==> config.mk <==
export PLATFORM = sky130hd
export DESIGN_NAME = gnrl_elastic_buf
export DESIGN_NICKNAME = d
export VERILOG_FILES = /design/src/rtl/gnrl_elastic_buf.sv
export SDC_FILE = /design/constraint.sdc
export NUM_CORES = 1
export LEC_CHECK = 0
export BUFFER_PORTS_ARGS = -buffer_cell sky130_fd_sc_hd__buf_2
export CAP_MARGIN = 40
export CORE_MARGIN = 10
export CORE_UTILIZATION = 53
export DETAILED_ROUTE_END_ITERATION = 16
export GPL_ROUTABILITY_DRIVEN = 0
export HOLD_SLACK_MARGIN = 0.1
export PLACE_DENSITY = 0.85
export SLEW_MARGIN = 20
export SYNTH_ARGS = -nofsm -noshare
export SYNTH_HDL_FRONTEND = slang
export SYNTH_SLANG_ARGS = --single-unit
export TNS_END_PERCENT = 10
==> constraint.sdc <==
create_clock -name clk_i -period 1.9 [get_ports clk_i]
set_clock_uncertainty 0.1 [all_clocks]
set_input_delay 0 -clock clk_i [delete_from_list [all_inputs] [get_ports clk_i]]
set_output_delay 0 -clock clk_i [all_outputs]
set_load 0.01 [all_outputs]
==> src/rtl/gnrl_elastic_buf.sv <==
// Elastic buffer: DEPTH-entry valid/ready slice with registered handshake, level and almost-full outputs.
// Optional synchronous flush port enabled by defining GNRL_ELASTIC_BUF_FLUSH_EN.
module gnrl_elastic_buf #(
  parameter int unsigned DW       = 32,
  parameter int unsigned DEPTH    = 2,
  parameter int unsigned AFULL_TH = 1
) (
  input  logic                       clk_i,
  input  logic                       rst_n_i,
  input  logic [DW-1:0]              din_i,
  input  logic                       din_vld_i,
  output logic                       din_rdy_o,
  output logic [DW-1:0]              dout_o,
  output logic                       dout_vld_o,
  input  logic                       dout_rdy_i,
  output logic [$clog2(DEPTH+1)-1:0] level_o,
  output logic                       afull_o
`ifdef GNRL_ELASTIC_BUF_FLUSH_EN
  ,
  input  logic                       flush_i
`endif
);

  localparam int unsigned LW = $clog2(DEPTH + 1);
  localparam int unsigned PW = $clog2(DEPTH);

  logic [DW-1:0] mem [DEPTH];
  logic [PW-1:0] wr_ptr;
  logic [PW-1:0] rd_ptr;
  logic [PW-1:0] wr_ptr_nxt;
  logic [PW-1:0] rd_ptr_nxt;
  logic [LW-1:0] lvl_nxt;
  logic          push;
  logic          pop;
  logic          flush;

`ifdef GNRL_ELASTIC_BUF_FLUSH_EN
  assign flush = flush_i;
`else
  assign flush = 1'b0;
`endif

  assign push = din_vld_i & din_rdy_o;
  assign pop  = dout_vld_o & dout_rdy_i;

  // Head entry drives the output; it only changes on pop, so it holds under backpressure.
  assign dout_o = mem[rd_ptr];

  // Next pointers and occupancy; pointers wrap at DEPTH-1 so non-power-of-two depths work.
  always_comb begin
    wr_ptr_nxt = wr_ptr;
    rd_ptr_nxt = rd_ptr;
    lvl_nxt    = level_o + LW'(push) - LW'(pop);
    if (push) begin
      wr_ptr_nxt = (wr_ptr == PW'(DEPTH - 1)) ? '0 : wr_ptr + PW'(1);
    end
    if (pop) begin
      rd_ptr_nxt = (rd_ptr == PW'(DEPTH - 1)) ? '0 : rd_ptr + PW'(1);
    end
    if (flush) begin
      wr_ptr_nxt = '0;
      rd_ptr_nxt = '0;
      lvl_nxt    = '0;
    end
  end

  // Control state; handshake flags are derived from the next level so they are registered.
  always_ff @(posedge clk_i or negedge rst_n_i) begin
    if (!rst_n_i) begin
      wr_ptr     <= '0;
      rd_ptr     <= '0;
      level_o    <= '0;
      din_rdy_o  <= 1'b1;
      dout_vld_o <= 1'b0;
      afull_o    <= 1'b0;
    end else begin
      wr_ptr     <= wr_ptr_nxt;
      rd_ptr     <= rd_ptr_nxt;
      level_o    <= lvl_nxt;
      din_rdy_o  <= (lvl_nxt != LW'(DEPTH));
      dout_vld_o <= (lvl_nxt != '0);
      afull_o    <= (lvl_nxt >= LW'(AFULL_TH));
    end
  end

  // Storage; a push coinciding with flush is dropped.
  always_ff @(posedge clk_i or negedge rst_n_i) begin
    if (!rst_n_i) begin
      for (int i = 0; i < int'(DEPTH); i++) begin
        mem[i] <= '0;
      end
    end else if (push && !flush) begin
      mem[wr_ptr] <= din_i;
    end
  end

endmodule
==> results of run 1 <==
per-layer routing:
metal  routed length (um)  vias to the layer above
li1                     -                      910
met1                 3010                      981
met2                 3290                       54
met3                  392                        7
met4                   72                        0
met5                    0                        -
what timing repair did:
| item | in CTS | in global routing |
|---|---|---|
| resized for setup | 1 | 3 |
| hold endpoints to repair | 139 | 0 |
| pin swaps | 0 | 3 |
| hold buffers | 35 | 0 |
| setup buffers | 0 | 2 |
| endpoints found under the setup margin | 1 | 1 |
layout by cell type (no fill, tap or decap), drive strengths merged:
cell / n
nor2: 1
dlygate4sd3: 35
nand2: 4
clkinvlp: 2
nand3: 1
buf: 80
mux2: 96
ha: 1
xor2: 2
or2: 1
bufinv: 2
clkbuf: 10
xnor2: 1
o21bai: 1
dfstp: 1
a31oi: 1
dfrtp: 69
and3b: 1
or3: 1
clkinv: 2
power by group through the flow:
| stage | sequential (uW) | clock (uW) | combinational, uW |
|---|---|---|---|
| CTS | 2670 | 1360 | 3400 |
| global placement | 2630 | 0 | 3240 |
| detailed placement | 2680 | 0 | 3320 |
| finish | 2680 | 1320 | 3400 |
| global route | 2780 | 1410 | 3700 |
| floorplan | 2560 | 0 | 2450 |
sequential cells by signal, summed over array words and instances, names as in the netlist:
name,cells
rd_ptr,1
mem,64
wr_ptr,1
level_o,2
afull_o,1
din_rdy_o,1
final cells by class:
class	count	area (sq um)
flip-flops and latches	70	1750
fillers	381	1670
multi-input cells	111	1320
repair buffers	115	796
clock buffers	10	138
well taps	75	93.8
clock inverters	6	85.1
logic make-up (layout without fill, tap and decap cells):
group,count (synthesis),in the layout,synth area share [%]
buffers and inverters,12,131,3.57
and+or+nand+nor,9,9,1.55
xor gates and xnor gates,3,3,0.832
muxes,96,96,37.7
DFF,70,70,55.5
AOI/OAI and AO/OA,2,2,0.436
adders and majority gates,1,1,0.396
through the flow:
| step | worst slack, ns | cell area, sq um | utilization [%] | power [uW] | cells |
|---|---|---|---|---|---|
| 6_report | 0.0322 | 4180 | 71.5 | 7400 | 387 |
| 5_1_grt | -0.0304 | 4180 | 71.5 | 7890 | 387 |
| 4_1_cts | 0.0125 | 4150 | 71.0 | 7430 | 385 |
| 3_5_place_dp | 0.0208 | 3570 | 61.1 | 6000 | 334 |
| 3_3_place_gp | 0.102 | 3570 | 61.1 | 5870 | 334 |
| 2_1_floorplan | 0.106 | 3160 | - | 5010 | 193 |
worst reg2reg max path, delay by kind of cell, from the launching register on:
| kind | cells | cell delay, ns |
|---|---|---|
| fa+ha+maj | 1 | 0.20 |
| xor+xnor | 2 | 0.32 |
| flops | 1 | 0.58 |
| simple gates | 3 | 0.60 |
final timing paths:
path                                          start                   end  slack, ns  cells past startpoint
worst min register to register  mem[25]$_DFFE_PN0P_   mem[25]$_DFFE_PN0P_       0.40                      1
min in group clk_i                        din_i[11]   mem[43]$_DFFE_PN0P_       0.34                      3
max in group asynchronous                   rst_n_i   din_rdy_o$_DFF_PN1_       1.27                      3
worst min-delay path                        rst_n_i  level_o[0]$_DFF_PN0_       0.13                      3
worst max-delay path            din_rdy_o$_DFF_PN1_   din_rdy_o$_DFF_PN1_       0.03                      6
worst max register to register  din_rdy_o$_DFF_PN1_   din_rdy_o$_DFF_PN1_       0.03                      6
==> summary.md, run 1 <==
The clock transition at the register clock pins on the worst setup and hold paths after CTS was 0.08 ns; the headroom to the max-slew limit was 70.1%. The critical path contains buffers and inverters numbering 0 combined. The number of endpoints with negative hold slack in the final report is 0. The count of antenna-violating nets left after detailed routing is 0. The detailed placement HPWL is 4320 um.

For this design, the sink count on the clock tree is 70. The worst path in the final design needs a cycle of 1.87 ns, including I/O delays and setup. The switching share of power came out at 31.8%. 73 I/O pins were placed.

The logs give 0.00200 uW for the standby leakage power and 18.3% for the met1 capacity usage during global routing. The async set or reset register ratio after synthesis came out at 100%. The launching element type of the critical path is a flip-flop. The die height is 97.2 um. The global routing stage identified its most utilized layer as met2. VDD sags by at most 0.909 mV. The internal portion of the total power is 5040 uW.

The largest fanout of any net on the critical path is 3, and the overall routed net length is 6760 um. Among all flip-flop cells after synthesis, the most frequent one is sky130_fd_sc_hd__dfrtp_1. The transition at the pin with the smallest max-transition slack came out at 0.448 ns.

TritonCTS built the clock tree. The number of port buffers is 72. For the number of global-route vias before repair, the log shows 2330. TritonCTS created 9 clock buffers.

The region available for standard cell placement spans 0.00585 sq mm. Synthesis produced 193 cells. On the worst path, the slowest cell contributes a delay of 0.58 ns.

The worst path uses 98.3% of the clock period. The setup total negative slack was 0 ns. Per report_power, the combinational group accounts for 46.0% of the total.

The layout overhead on the synthesized area works out to 32.5%. The initialized floorplan defines 28 standard-cell rows. By area the synthesized netlist is led by sky130_fd_sc_hd__dfrtp_1 (55%), sky130_fd_sc_hd__mux2_2 (24%), sky130_fd_sc_hd__mux2_4 (14%). Net switching component of the power: 2350 uW.

Power spread over the standard cell area amounts to 1770 mW/mm^2. Across the run, the number of max-cap violations was 0. Met3 track demand over resource in global routing: 4.69%. Summed over its instances, the top area cell type makes up 54.7% of the synthesized netlist area. In the final routed layout, each cell accounts on average for 17.5 um.

The routed layout has 1952 vias. Setup repair after global routing could not meet its margin everywhere. After global routing the overflow that remains totals 0.

The final worst hold slack came out at 0.127 ns. First-pass iteration count of the detailed router: 4. Counting flops and latches in the post-synthesis netlist gives 70. After the last flow step, the layout net total stands at 344.

In this run, the number of DRC markers left after iteration 0 of detailed routing was 38. For the detailed-route DRC error count, the log shows 0. The tools report the final count of pins violating max slew as 0.

Once the floorplan was initialized, standard cells occupied 54.0% of the core. Clock root buffer: sky130_fd_sc_hd__clkbuf_8. Synthesis instantiated 21 different standard cells from the library. Of the total power, the clock network draws 17.8%.

The H-tree depth is 3. The kind of cell with the highest combined delay along the critical path is simple AND/OR/NAND/NOR gates. The maximum operating frequency came out at 0.535 GHz.

Measured along the x axis, the die boundary spans 97.2 um. Most instantiated library cell after synthesis: sky130_fd_sc_hd__dfrtp_1. Registers are responsible for 36.2% of the overall power.

The sequential-to-total area share from yosys stat is 55.5%. Averaged over all synthesized cells, the footprint is 16.4 sq um. The repair_antennas step left the layout with diodes totalling 0. The die footprint is 0.00944 sq mm. The capturing element type of the critical path is a flip-flop. The run gives 2.03 ns as the critical path arrival. The initial antenna violation count is 0, and the number of vias per cell after detailed routing is 5.04. The critical path is of the flip-flop to flip-flop type. The run finished with clean final reports.

The tools report the critical path data required time as 2.06 ns. In this run the worst hold path is classified as input port to asynchronous set/reset pin. Ranked by instance count, the synthesized netlist is headed by sky130_fd_sc_hd__dfrtp_1 (69), sky130_fd_sc_hd__mux2_2 (67), sky130_fd_sc_hd__mux2_4 (29).

The maximum number of buffers from clock root to sink came out at 2. On the critical path, the stage with the largest delay is an instance of sky130_fd_sc_hd__dfstp_2. For this run, the total global-route usage over all layers was measured as 14.9%. In this run, synthesis inferred 0 flip-flops with an integrated enable.

Of the cells placed in the final design, the portion with a size suffix greater than 1 is 64.1%. Walking the worst path, the cells encountered are nand2_4, xor2_1, ha_2, xor2_2, and3b_2, or3_1. The met2 global-route usage was 24.2%. First-pass GRT wire length: 11700 um.

Setup violations remaining at the end of the flow were counted as 0. The number of nets in the synthesized netlist is 230. The pin count of the biggest net entering global routing was 71. The clock reaches the later pin of the worst-skew pair after 0.33 ns. The warning count from the yosys run was 0. The biggest area contributor in the post-synthesis netlist is sky130_fd_sc_hd__dfrtp_1. In this run the cell area of the synthesized design comes to 0.00316 sq mm.
Power figures use the tool's default switching activity.
==> run 2, diff against run 1 <==
--- a/config.mk
+++ b/config.mk
@@ -5,6 +5,7 @@
 export SDC_FILE = /design/constraint.sdc
 export NUM_CORES = 1
 export LEC_CHECK = 0
+export ABC_AREA = 1
 export BUFFER_PORTS_ARGS = -buffer_cell sky130_fd_sc_hd__buf_2
 export CAP_MARGIN = 40
 export CORE_MARGIN = 10
==> summary.md, run 2 <==
The overall die width was 97.0 um. Setup repair after global routing left no endpoint under its margin. In this run the tightest slew margin relative to its limit is 66.8%. Power after layout: 6630 uW. The library cell used most frequently in the layout, excluding fill and tap cells, is sky130_fd_sc_hd__nand2_1. For this design, the sink count on the clock tree is 70. During synthesis, Yosys emitted a total of 0 warnings. STA classifies the critical path startpoint as a flip-flop. The register with the most flip-flops in the layout has 64 of them.

For this run, the leading register cell type out of synthesis is sky130_fd_sc_hd__dfrtp_1. The mean instance size in the synthesized netlist is 8.39 sq um, and the count of placed standard cells including taps is 509. OpenSTA, run right after detailed placement, puts the worst setup slack at 0.337 ns. The tools report the number of endpoints with negative hold slack in the final report as 0. The time the final worst path needs with I/O delays and setup is 1.66 ns.

At the end of the flow, the number of nets in the layout was 519. In this run, post-CTS repair resized a total of 0 instances. For the final worst hold slack, the log shows 0.123 ns. At the pin with the least slew margin, the transition time is 0.496 ns.

The number of port buffers came out at 72. The layout overhead on the synthesized area came out at 30.7%. The synthesized design contains 0 enable-type register cells.

The path type of the worst min-delay path is input port to asynchronous set/reset pin. Once detail routing completed, the nets flagged for antenna violations numbered 0. The worst path uses 87.6% of the clock period. First-pass GRT wire length: 12700 um. The number of buffers inserted during clock tree synthesis is 9, and the share of the synthesized area in the top cell type is 54.9%. At the worst endpoint, the required time is 1.80 ns.

For the largest voltage drop on the vdd net, the log shows 0.967 mV. In the post-synthesis netlist, the cell with the most instances is sky130_fd_sc_hd__nand2_1. The cell area that synthesis handed to floorplanning was 0.00315 sq mm.

The first-pass iteration count of the detailed router was 4. After synthesis, the most frequently instantiated cells are sky130_fd_sc_hd__nand2_1 (175), sky130_fd_sc_hd__dfrtp_1 (69), sky130_fd_sc_hd__inv_1 (36). In the final layout, the registers with the most flip-flops are mem (64), level_o (2). The logs give 0.00227 uW for the standby leakage power and 0 for the leftover overflow at the end of global routing.

The detailed-route DRC error count is 0. The worst setup path is captured at a primary output. The tools report the detailed-routing wirelength on met1 as 3120 um.

The worst setup path is of the flip-flop to primary output kind. The sequential-to-total area share from yosys stat is 55.7%. Power spread over the standard cell area amounts to 1610 mW/mm^2. The final count of pins violating max slew is 0.

In the layout the commonest cells are sky130_fd_sc_hd__nand2_1 (175), sky130_fd_sc_hd__buf_2 (72), sky130_fd_sc_hd__dfrtp_1 (69). After detailed routing, the total wire length is 7240 um. The die height is 97.0 um, and the setup total negative slack is 0 ns. The starting utilization of the core area is 53.8%, and the routed length on met3 is 473 um.

The antenna diode count came out at 0. Cells with a size suffix above 1 make up 25.1% of the layout. Derived from the worst setup path, the maximum achievable clock frequency is 0.601 GHz. After synthesis the netlist holds a flip-flop and latch count of 70. TritonCTS built the clock tree. Global routing used 16.3% of the available tracks. For the initial antenna violation count, the log shows 0. The floorplan step defined a core boundary enclosing 0.00585 sq mm. The tool flagged a number of max-cap violations equal to 0. The tools report the count of mapped cells out of synthesis as 375. Data arrives at the worst endpoint at 1.56 ns.

Synthesis produced a netlist with a net count of 412. The tools report the number of global-route vias before repair as 2725. The flow ran to the end, and the final reports show no timing, DRC or antenna violations.

Once the clock tree was built, the setup fixing pass inserted 0 buffers. At the later pin of the worst-skew pair, clock insertion delay measures 0.34 ns. Detailed routing inserted a total of 2666 vias.

For the die footprint, the log shows 0.00942 sq mm. Setup violations remaining at the end of the flow were counted as 0. Of all cell types, the one taking the most synthesized area is sky130_fd_sc_hd__dfrtp_1. The routed wire length per instance was 12.9 um. mem holds more flip-flops than any other register. Cell row count: 28. Summed over all nets, wire length on met2 after detailed routing comes to 3550 um. Hold repair after CTS inserted 36 buffers. In this run the count of I/O pins placed on the die edge is 73.

The H-tree generated during clock tree synthesis spans 3 levels. The first routing iteration left 106 violations. Number of vias per cell after detailed routing: 4.75. The largest fanout of any net on the critical path is 24. After clock tree synthesis, the clock-pin slew on the worst setup and hold paths is 0.07 ns.

Entering global routing, the biggest net connects 37 pins. The finished layout holds 561 standard cells, fillers aside. The number of unique standard cell types used by synthesis was 18; the async set or reset register ratio after synthesis was 100%.

The maximum number of buffers from clock root to sink came out at 2. In the post-synthesis netlist, the biggest area contributors are sky130_fd_sc_hd__dfrtp_1 (55%), sky130_fd_sc_hd__nand2_1 (21%), sky130_fd_sc_hd__o21ai_2 (6.4%). The highest layer touched by signal routing is met4.

The HPWL after detailed placement is 4910 um. The cell sitting at the root of the clock tree is a sky130_fd_sc_hd__clkbuf_8. Across all setup checks in the final design, the least slack found is 0.236 ns.
run 2: changes by cell type in the layout (fill, tap and decap cells not counted), sizes merged, moves of 36 or more:
cell / delta
o21ai: +64
inv: +36
mux2: -96
nand2: +173
run 2: final timing paths:
check                      depth (start not counted)                  end  slack, ns                start
setup / recovery                                   5           dout_o[17]       0.24   rd_ptr$_DFFE_PN0P_
hold / removal                                     3  mem[17]$_DFFE_PN0P_       0.12              rst_n_i
setup reg to reg                                   5  mem[41]$_DFFE_PN0P_       0.33  din_rdy_o$_DFF_PN1_
hold reg to reg                                    2  mem[45]$_DFFE_PN0P_       0.38  mem[45]$_DFFE_PN0P_
max in group asynchronous                          4  mem[63]$_DFFE_PN0P_       0.54              rst_n_i
min in group clk_i                                 4  mem[60]$_DFFE_PN0P_       0.34            din_i[28]
run 2: worst max-delay path, stage by stage, from the launching register on:
cell                       delay [ns]
sky130_fd_sc_hd__dfrtp_1         0.35
sky130_fd_sc_hd__clkinv_1        0.30
sky130_fd_sc_hd__buf_12          0.29
sky130_fd_sc_hd__nand2_1         0.08
sky130_fd_sc_hd__nand2_1         0.05
sky130_fd_sc_hd__buf_2           0.13
run 2: through the flow:
step           util (%)  area, sq um
4_1_cts            70.0         4100
2_1_floorplan         -         3150
6_report           70.3         4110
5_1_grt            70.3         4110
3_5_place_dp       60.7         3550
3_3_place_gp       60.7         3550
run 2: logic make-up after synthesis:
kind of cell	synth area share (%)
compound gates	12.9
xor+xnor	0.278
fa+ha+maj	0.398
buf+inv	8.75
flops	55.7
simple gates	21.9
run 2: final cells by class:
cell class                 instances  area (sq um)
clock buffer                      11           141
multi-input combinational        247          1120
clock inverter                     4          47.5
tap                               75          93.8
fill                             448          1740
inverter                          37           139
sequential                        70          1750
timing repair buffer             117           821
run 2: routing by layer:
metal / track usage, % / vias up
met5: 0 / -
met4: 7.72 / 0
met3: 4.98 / 9
met2: 26.3 / 69
met1: 19.3 / 1234
li1: - / 1354
run 2: report_power, final:
| group | total [uW] | switching, uW | leakage, uW | internal, uW |
|---|---|---|---|---|
| sequential | 2590 | 382 | 0.000863 | 2200 |
| clock | 1160 | 530 | 0.0000952 | 630 |
| combinational | 2880 | 1750 | 0.00131 | 1140 |
==> run 3, diff against run 2 <==
--- a/config.mk
+++ b/config.mk
@@ -9,11 +9,12 @@
 export BUFFER_PORTS_ARGS = -buffer_cell sky130_fd_sc_hd__buf_2
 export CAP_MARGIN = 40
 export CORE_MARGIN = 10
-export CORE_UTILIZATION = 53
+export CORE_UTILIZATION = 56
+export CTS_BUF_LIST = sky130_fd_sc_hd__clkbuf_8
 export DETAILED_ROUTE_END_ITERATION = 16
 export GPL_ROUTABILITY_DRIVEN = 0
 export HOLD_SLACK_MARGIN = 0.1
-export PLACE_DENSITY = 0.85
+export PLACE_DENSITY = 0.89
 export SLEW_MARGIN = 20
 export SYNTH_ARGS = -nofsm -noshare
 export SYNTH_HDL_FRONTEND = slang
==> summary.md, run 3 (synthesis gave the netlist of run 2 again) <==
The flow ran to the end, and the final reports show no timing, DRC or antenna violations. TritonCTS built the clock tree. The critical path startpoint was din_rdy_o$_DFF_PN1_.

In this run the worst hold path is classified as input port to asynchronous set/reset pin. The critical path ends at mem[44]$_DFFE_PN0P_. The reg-to-reg startpoint was din_rdy_o$_DFF_PN1_. The number of buffer and inverter stages on the critical path came out at 1.

Register ranked first by flip-flop count: mem. For this design the top-level I/O count stands at 73. The die covers 0.00901 sq mm. For this design the static power due to leakage is 0.00226 uW. The final layout contains 516 nets. For the worst flop-to-flop path, the logic depth is 5. The dominant delay contributor by cell family on the critical path is flip-flops. Clock insertion delay at the later pin of the skew report: 0.34 ns. The H-tree depth came out at 3.

Summed over all failing endpoints, the final setup total negative slack is 0 ns. Number of port buffers: 72. The area inside the core boundary was 0.00547 sq mm. The layout overhead on the synthesized area works out to 29.0%. Detailed placement finished with a half-perimeter wire length of 4720 um. The total number of clock tree sinks is 70, and the count of antenna-violating nets left after detailed routing is 0. The overall die width came out at 94.9 um. The run gives 157 as the DRC violation total after the first TritonRoute iteration. The number of global-route vias before repair is 2634, and the first-pass iteration count of the detailed router is 5.

The worst setup path is of the flip-flop to flip-flop kind. Of the available clock period, the critical path in the final layout requires 86.2%. The logs give 0 for the count of max-cap constraint violations and 390 for the count of filler cells inserted in the layout.

For the largest voltage drop on the vdd net, the log shows 0.833 mV. The cell sitting at the root of the clock tree is a sky130_fd_sc_hd__clkbuf_8. The routed wire length per instance came out at 13.6 um. The initial utilization of the core area, before any placement, comes to 57.5%. The total overflow left after global routing is 0. For the critical path arrival, the log shows 1.75 ns. The time the final worst path needs with I/O delays and setup was 1.64 ns. The tools report the end of the worst register-to-register path as mem[44]$_DFFE_PN0P_. The die height is 94.9 um. The most common cell after layout, fill and taps aside was sky130_fd_sc_hd__nand2_1. The number of endpoints failing setup at the final stage is 0. At the pin with the least slew margin, the transition time is 0.560 ns. Walking the worst path, the cells encountered are nand2_2, or2_2, buf_4, nand2_1, o21ai_2. Of the cells placed in the final design, the portion with a size suffix greater than 1 is 24.8%. The combinational power share is 43.9%, and the path length in cells of the critical path is 5. Global routing used 17.2% of the available tracks. The first-pass GRT wire length is 12300 um, and the register share of total power is 39.2%. The internal portion of the total power is 3900 uW. The floorplan has 27 rows. The pin count of the biggest net entering global routing was 71; the number of endpoints with negative hold slack in the final report was 0. The count of cells in the finished layout, fillers not included, comes to 556. Of the total power, the share spent switching nets is 40.7%. The clock passes through at most 2 buffers.

The number of gates resized after CTS was 0. In this run, the clock network consumes 16.9% of the power. Cell with the largest stage delay on the worst path: sky130_fd_sc_hd__dfstp_2.

The total setup buffers inserted after CTS came out at 0. The capturing element type of the critical path is a flip-flop. The logs give 7540 um for the overall routed net length and 505 for the count of placed standard cells including taps. Along the worst path, the maximum fanout reaches 41. The largest registers in the layout are mem (64), level_o (2). The total number of vias was 2710; the clock transition at the register clock pins on the worst setup and hold paths after CTS was 0.07 ns.

0 antenna diodes ended up in the layout. The headroom to the max-slew limit is 62.7%, and the net switching component of the power is 2680 uW. The number of vias per cell after detailed routing is 4.87.

Power spread over the standard cell area amounts to 1620 mW/mm^2. Setup repair after global routing left no endpoint under its margin. In this design, the stage delay of the slowest critical-path cell is 0.54 ns. The detailed-route DRC error count came out at 0. For the final core utilization, the log shows 74.1%. For the number of buffers inserted during clock tree synthesis, the log shows 9. For the initial antenna violation count, the log shows 0.

The top cell types in the final layout, fill and taps aside, are sky130_fd_sc_hd__nand2_1 (175), sky130_fd_sc_hd__buf_2 (72), sky130_fd_sc_hd__dfrtp_1 (69). The critical path data required time was 2.01 ns; the flip-flop count of the largest register after layout was 64. The worst register-to-register path has a setup slack of 0.26 ns.

Timing would allow up to 0.611 GHz. The final count of pins violating max slew came out at 0. STA classifies the critical path startpoint as a flip-flop.
run 3: cell count changes in the layout (fill, tap and decap cells not counted), sizes merged:
cell / before / now
buf: 81 / 79
clkbuf: 11 / 9
clkinv: 3 / 5
inv: 36 / 38
clkinvlp: 1 / 0
dlygate4sd3: 36 / 35
run 3: repair_timing:
item | CTS | global route
hold buffers | 35 | 0
endpoints found under the hold margin | 140 | 0
endpoints found under the setup margin | 0 | 0
run 3: worst min path at each step:
stage,endpoint,cells past startpoint
after floorplan,afull_o$_DFF_PN0_,0
after global placement,mem[21]$_DFFE_PN0P_,2
after detailed placement,mem[21]$_DFFE_PN0P_,2
after CTS,mem[54]$_DFFE_PN0P_,3
after global routing,mem[20]$_DFFE_PN0P_,3
final,mem[21]$_DFFE_PN0P_,3
run 3: metal layers:
layer	wire length, um	global-route usage [%]
met5	0	0
met4	108	6.73
met3	526	5.23
met2	3880	29.6
met1	3020	19.5
run 3: power by group through the flow:
stage | clock network [uW] | registers [uW] | logic (uW)
after floorplan | 0 | 2530 | 1950
after global placement | 0 | 2560 | 2730
after detailed placement | 0 | 2600 | 2840
after CTS | 1130 | 2570 | 2920
after global routing | 1200 | 2660 | 3260
final | 1110 | 2580 | 2890
run 3: cell type report:
| type | count | area, sq um | share of cell area [%] |
|---|---|---|---|
| Clock buffer | 9 | 124 | 3.05 |
| Clock inverter | 7 | 57.6 | 1.42 |
| Inverter | 37 | 139 | 3.42 |
| Multi-Input combinational cell | 247 | 1120 | 27.5 |
| Sequential cell | 70 | 1750 | 43.2 |
| Tap cell | 72 | 90.1 | 2.22 |
| Timing Repair Buffer | 114 | 776 | 19.1 |
run 3: per-stage QoR:
step	hold slack (ns)	setup WS, ns	cell area [sq um]	power (uW)
finish	0.111	0.263	4060	6580
CTS	0.124	0.272	4060	6630
detailed placement	-0.0493	0.302	3520	5430
global route	0.167	0.171	4060	7120
global placement	-0.0526	0.359	3520	5290
floorplan	-0.396	0.438	3150	4480
run 3: worst reg2reg max path: stages, from the launching register on:
cell                      delay (ns)
sky130_fd_sc_hd__dfstp_2        0.54
sky130_fd_sc_hd__nand2_2        0.07
sky130_fd_sc_hd__or2_2          0.28
sky130_fd_sc_hd__buf_4          0.28
sky130_fd_sc_hd__nand2_1        0.18
sky130_fd_sc_hd__o21ai_2        0.06
